**src/rtl/seq_add_ctrl_pkg.sv**
```systemverilog
// Shared types and sizing helpers for the sequential chunked adder controller.
package seq_add_ctrl_pkg;

    typedef enum logic [1:0] {
        IDLE,
        RUN,
        DONE
    } state_t;

    function automatic int calc_nch(input int n, input int w);
        return n / w;
    endfunction

    // A single-chunk configuration still needs a 1-bit index register.
    function automatic int calc_idx_width(input int n, input int w);
        int nch;
        nch = n / w;
        return (nch > 1) ? $clog2(nch) : 1;
    endfunction

endpackage

```
**src/rtl/seq_add_ctrl_fulladder.sv**
```systemverilog
// Parameterised N-bit ripple full adder, used here as the shared W-bit slice.
module fulladderNb #(
    parameter int N = 4
) (
    input  logic [N-1:0] a,
    input  logic [N-1:0] b,
    input  logic         cin,
    output logic [N-1:0] s,
    output logic         cout
);

    assign {cout, s} = {1'b0, a} + {1'b0, b} + {{N{1'b0}}, cin};

endmodule

```
**src/rtl/seq_add_ctrl.sv**
```systemverilog
// Adds two N-bit operands over N/W cycles on one W-bit slice, LS chunk first,
// with valid/ready handshakes on both the operand and result sides.
module seq_add_ctrl
    import seq_add_ctrl_pkg::*;
#(
    parameter int N = 16,
    parameter int W = 4
) (
    input  logic         clk,
    input  logic         rst,
    input  logic         in_valid,
    output logic         in_ready,
    input  logic [N-1:0] a,
    input  logic [N-1:0] b,
    input  logic         cin,
    output logic         out_valid,
    input  logic         out_ready,
    output logic [N-1:0] sum,
    output logic         cout
);

    localparam int NCH = calc_nch(N, W);
    localparam int IW  = calc_idx_width(N, W);
    localparam logic [IW-1:0] LAST = IW'(NCH - 1);

    if ((N % W) != 0) begin : g_bad_width
        $error("seq_add_ctrl: N must be an exact multiple of W");
    end

    state_t         state;
    state_t         next_state;
    logic [IW-1:0]  idx;
    logic [N-1:0]   a_reg;
    logic [N-1:0]   b_reg;
    logic [N-1:0]   sum_reg;
    logic           carry_reg;
    logic [W-1:0]   a_chunk;
    logic [W-1:0]   b_chunk;
    logic [W-1:0]   slice_sum;
    logic           slice_cout;

    assign a_chunk = a_reg[int'(idx)*W +: W];
    assign b_chunk = b_reg[int'(idx)*W +: W];

    fulladderNb #(
        .N (W)
    ) u_slice (
        .a    (a_chunk),
        .b    (b_chunk),
        .cin  (carry_reg),
        .s    (slice_sum),
        .cout (slice_cout)
    );

    always_ff @(posedge clk or posedge rst) begin
        if (rst) begin
            state <= IDLE;
        end else begin
            state <= next_state;
        end
    end

    always_comb begin
        next_state = state;
        case (state)
            IDLE:    if (in_valid)   next_state = RUN;
            RUN:     if (idx == LAST) next_state = DONE;
            DONE:    if (out_ready)  next_state = IDLE;
            default: next_state = IDLE;
        endcase
    end

    // Reset clears the result so an abandoned addition never leaves a partial sum visible.
    always_ff @(posedge clk or posedge rst) begin
        if (rst) begin
            idx       <= '0;
            a_reg     <= '0;
            b_reg     <= '0;
            sum_reg   <= '0;
            carry_reg <= 1'b0;
        end else begin
            case (state)
                IDLE: begin
                    if (in_valid) begin
                        a_reg     <= a;
                        b_reg     <= b;
                        carry_reg <= cin;
                        idx       <= '0;
                    end
                end
                RUN: begin
                    sum_reg[int'(idx)*W +: W] <= slice_sum;
                    carry_reg                 <= slice_cout;
                    if (idx != LAST) begin
                        idx <= idx + 1'b1;
                    end
                end
                default: ;
            endcase
        end
    end

    assign in_ready  = (state == IDLE);
    assign out_valid = (state == DONE);
    assign sum       = sum_reg;
    assign cout      = carry_reg;

endmodule

```
**config.mk**
```make
export PLATFORM = sky130hd
export DESIGN_NAME = seq_add_ctrl
export DESIGN_NICKNAME = d
export VERILOG_FILES = /design/src/rtl/seq_add_ctrl_pkg.sv /design/src/rtl/seq_add_ctrl_fulladder.sv /design/src/rtl/seq_add_ctrl.sv
export SDC_FILE = /design/constraint.sdc
export NUM_CORES = 1
export LEC_CHECK = 0
export CAP_MARGIN = 20
export CORE_MARGIN = 10
export CORE_UTILIZATION = 51
export DETAILED_ROUTE_END_ITERATION = 10
export GPL_ROUTABILITY_DRIVEN = 0
export PLACE_DENSITY = 0.8
export SLEW_MARGIN = 25
export SYNTH_ARGS = -nofsm -noshare
export SYNTH_HDL_FRONTEND = slang
export SYNTH_HIERARCHICAL = 1
export SYNTH_SLANG_ARGS = --single-unit
```
**constraint.sdc**
```tcl
create_clock -name clk -period 3.35 [get_ports clk]
set_input_delay 0.67 -clock clk [delete_from_list [all_inputs] [get_ports clk]]
set_output_delay 0.67 -clock clk [all_outputs]
set_load 0.005 [all_outputs]
```
Yosys cells after proc, flatten, opt, wreduce, memory -nomap -nowiden. Index checks and enable logic that the tools add are counted.

Flip-flop bits (word level): 53. Output and inout bits: 19. Logic and storage cells: 38. Bits of input ports: 37.

Reductions and logical operators: 6. Add/sub/neg operators: 4. Multiplexer cells: 10. Equal/unequal tests: 8. Shifts and indexed selects: 4.

Operators with widths (count): $neg A4 Y33 (1); $shift A4 B33 Y16 const A (1); $shiftx A4 B33 Y16 (1); $shiftx A16 B5 Y4 (2); $bwmux W16 (1); $mux W2 (5); $ne A2 B2 Y1 const B (4); $pmux W2 S3 (1); $reduce_and A3 Y1 (2); $add A4 B4 Y5 (1); $add A5 B1 Y5 (1); $eq A2 B2 Y1 const B (2); $pmux W2 S2 (1); $reduce_and A2 Y1 (2); $add A2 B1 Y2 const B (1); $eq A2 B1 Y1 const B (1); $logic_not A2 Y1 (1); $ne A2 B1 Y1 const B (1); $pmux W1 S2 (1); $reduce_bool A2 Y1 (1); $mux W1 (1).

Logic depth before layout (Yosys ltp).
Word-level depth: 5. Gate-level depth with buffers: 10. Depth with buffers taken out: 8.

Cells and area by module. Netlist, hierarchy kept.

By module, submodules not included: seq_add_ctrl (sequential area each 1326.3 µm², instances 1, area an instance 2499.9 µm², cells an instance 171); fulladderNb (sequential area each 0.0 µm², instances 1, area an instance 143.9 µm², cells an instance 16).

Worst setup path before layout. No wires, ideal clock.

Path type: reg2reg. From: reg idx[0]. To: reg sum_reg[15] (netlist: sum[15]). Clock period less this slack: 2.808 ns. Cell stages (with the launch flop): 10. Arrival: 2.730 ns. Path slack: 0.542 ns. Library setup time: 0.078 ns. Data required time: 3.272 ns. Cells stage by stage: dfrtp_1 > buf_6 > buf_2 > mux4_2 > fa_1 > a21o_1 > a21oi_2 > xnor2_1 > or4bb_1 > o2bb2ai_1.

Cells in the longest elaborated chain, start to end: 5. Elaborated cells between the ends (all ways): 8. Those cells by class: 3 x add/sub; 4 x shift; 1 x mux.

Ends and longest elaborated chain: start, declared (RTL line seq_add_ctrl.sv:32) `logic [IW-1:0] idx;`; start signal, assigned (RTL line seq_add_ctrl.sv:95) `idx <= idx + 1'b1;`; $shiftx A16 B5 Y4 (RTL line seq_add_ctrl.sv:43) `assign b_chunk = b_reg[int'(idx)*W +: W];`; named net b_chunk[0] (RTL line seq_add_ctrl.sv:38) `logic [W-1:0] b_chunk;`; $add A4 B4 Y5 (RTL line seq_add_ctrl_fulladder.sv:12) `assign {cout, s} = {1'b0, a} + {1'b0, b} + {{N{1'b0}}, cin};`; $add A5 B1 Y5 (RTL line seq_add_ctrl_fulladder.sv:12); named net slice_sum[3] (RTL line seq_add_ctrl.sv:39) `logic [W-1:0] slice_sum;`; $shiftx A4 B33 Y16 (RTL line seq_add_ctrl.sv:92) `sum_reg[int'(idx)*W +: W] <= slice_sum;`; $bwmux W16 (RTL line seq_add_ctrl.sv:92); end signal, assigned by index (RTL line seq_add_ctrl.sv:92); end, declared (RTL line seq_add_ctrl.sv:35) `logic [N-1:0] sum_reg;`.

The timed path passes the listed nets, and every way through them passes these cells. A chain may end at the register's enable or synchronous reset.

Final worst setup path. Ends and elaborated chain as after synthesis.

==> metrics.txt <==
outcome completed; Skew-Pair Late Insertion Delay 0.30 ns; # H-tree levels 2; maximum VDD drop just under 0.5 mV; commonest non-fill, non-tap cell in the layout clkdlybuf4s50_1; final WL 5.28 mm; R2R cell count 7; port bufs 55; Syn-to-layout area delta 28.1%; GR Util All Layers 13.0%; Setup Fix Bufs, Post-CTS 0; cell count after synthesis approximately 190; Via-to-Cell Ratio between 5 and 6; fin crit period a little under 3 ns; detailed-route wire length per cell roughly 17 µm; placeable core area a little over 5000 µm²; clock sink count 53; Seq. cell area 1330 µm²; maxcap violations 0; starting density of the core 52.1%; clock slew at reported path FFs ~0.1 ns; fillcell total around 400; GRT met1 Usage 15.9%; first-pass GRT wire length about 9.1 mm; gr ovfl total 0; io pins between 50 and 60; reg2reg end sum[15]; critical path arrival around 3.1 ns; PD cells between 1000 and 1500 nW/µm²; number of global-route vias before repair around 1,900; Worst Setup End Kind flop; critical path fanouts, max 9; Max Root-Sink Buffers 2; RSZ-0062 raised after global routing false; gr busiest metal met2; highest-count cells in the layout ignoring fill and taps 55 x clkdlybuf4s50_1, 53 x dfrtp_1, 36 x mux2_2; CTS tree done; Max Fclk between 300 and 400 MHz; hpwl dp 4.08 mm; Power Total ~3.4 mW; part of the Yosys area used for sequential elements between 50% and 60%; routing usage on met2 21.9%; initial DRC count 49; Die Area 8460 µm²; # diodes 0; worst hold endpoint sum[4]; multi-input logic area approximately 1200 µm²; Tcrit/Tclk final around 86%; CTS Hold Bufs 0; Routed Antenna Nets 0; die width between 90 and 100 µm; via count approximately 1,700; Leak Pwr around 1.4 nW; Synth Warn # 6; Sum Neg Setup Slack 0 ns; type of the worst setup path reg2reg; DR pass1 iterations 4; hold path start sum[4]; worst reg2reg setup slack about 0.46 ns; Distinct cells, synth 39; Post-Syn Nets between 200 and 250; Synth Area per Inst ~14 µm²; Critical Path Source Type flop; Worst Path Required 3.59 ns; Post-synth EDFFs 0; share of layout cells above drive strength 1 between 20% and 30%; hold crit path type reg2reg; Final Non-Filler Cells 316; met3 Track Usage GR 4.73%; Root Driver clkbuf_8; DRC viols 0; placed inst area around 3300 µm²; hold path cells 1; Site Rows 26; mapped cell area 2640 µm²; placed cell count approximately 310; Design Area, Final 3390 µm²; Pins Over Slew Limit 0; worst-margin pin slew ~0.66 ns; NumNets Final slightly below 300; FF+latch count, synth 53; post-CTS resize count 0; CTS Buf Count 5; ys async rst share 100%; Die Ht 92 µm; initial antenna violation count 0; RR Startpoint idx[0]; final setup vio count 0; final setup skew 0.00945 ns; Rel. slew slack between 50% and 60%; largest net degree at the start of global routing 34; Main synth FF type dfrtp_1; Hold Fails Final Rpt 0
-- cell usage after synthesis (all sizes together) (3+ instances only) --
library cell   n  area (µm²)
dfrtp         53        1330
mux2          36         405
inv           12        45.0
ha             8         100
mux4           8         199
buf            7        48.8
nand2b         5        31.3
a32o           4        40.0
and2           4        25.0
nand2          4        15.0
o2bb2ai        4        35.0
o32ai          4        35.0
nand3b         3        22.5
or4b           3        33.8
-- per-layer routing --
| metal | part of all wire [%] | vias up | wire (µm) |
|---|---|---|---|
| met5 | 0 | - | 0 |
| met4 | 0.53 | 0 | 28 |
| met3 | 5.3 | 5 | 279 |
| met2 | 51 | 43 | 2700 |
| met1 | 43 | 848 | 2270 |
| li1 | - | 814 | - |
-- worst max path at each step --
stage / slack (ns) / to / cells after the start / startpoint
5_1_grt: 0.32 / sum[15] / 7 / idx[0]
2_1_floorplan: 0.54 / sum[15] / 9 / idx[0]
3_3_place_gp: 0.57 / sum[15] / 7 / idx[0]
3_5_place_dp: 0.47 / sum[15] / 7 / idx[0]
6_report: 0.46 / sum[15] / 7 / idx[0]
4_1_cts: 0.43 / sum[15] / 7 / idx[0]
-- where the power goes --
part / total, mW / switching [mW] / internal (mW) / leakage (nW)
logic: 1.81 / 0.782 / 1.03 / 0.698
registers: 1.16 / 0.224 / 0.934 / 0.657
clock network: 0.447 / 0.219 / 0.228 / 0.0591
-- cells by family (layout without fill, tap and decap cells) --
| kind of cell | after synthesis | count (layout) | share of synthesized area [%] |
|---|---|---|---|
| compound gates | 21 | 21 | 6.72 |
| xor+xnor | 2 | 2 | 0.663 |
| fa+ha+maj | 10 | 10 | 5.30 |
| buf+inv | 21 | 80 | 3.83 |
| flops | 53 | 53 | 50.2 |
| mux | 44 | 44 | 22.9 |
| simple gates | 36 | 36 | 10.5 |
-- layout make-up --
cell class / count / share of cell area, %
clock buffer: 5 / 2.03
clock inverter: 3 / 1.40
inverter: 12 / 1.33
multi-input combinational: 113 / 36.1
sequential: 53 / 39.2
tap: 70 / 2.59
timing repair buffer: 60 / 17.4
-- through the flow --
stage,worst slack [ns],hold slack (ns),util [%]
final,0.462,0.494,66.7
after global routing,0.325,0.526,66.7
after CTS,0.431,0.500,66.7
after detailed placement,0.471,0.473,64.4
after global placement,0.567,0.473,64.4
after floorplan,0.542,0.472,-
-- worst max-delay path: stages, from the launching register on --
cell and delay [ns]:
dfrtp_1 0.63, mux4_2 0.59, fa_1 0.43, a21o_1 0.20, a21oi_2 0.14, xnor2_1 0.16
or4bb_1 0.53, o2bb2ai_1 0.15
Note: power is estimated with default switching activity, not from simulation.
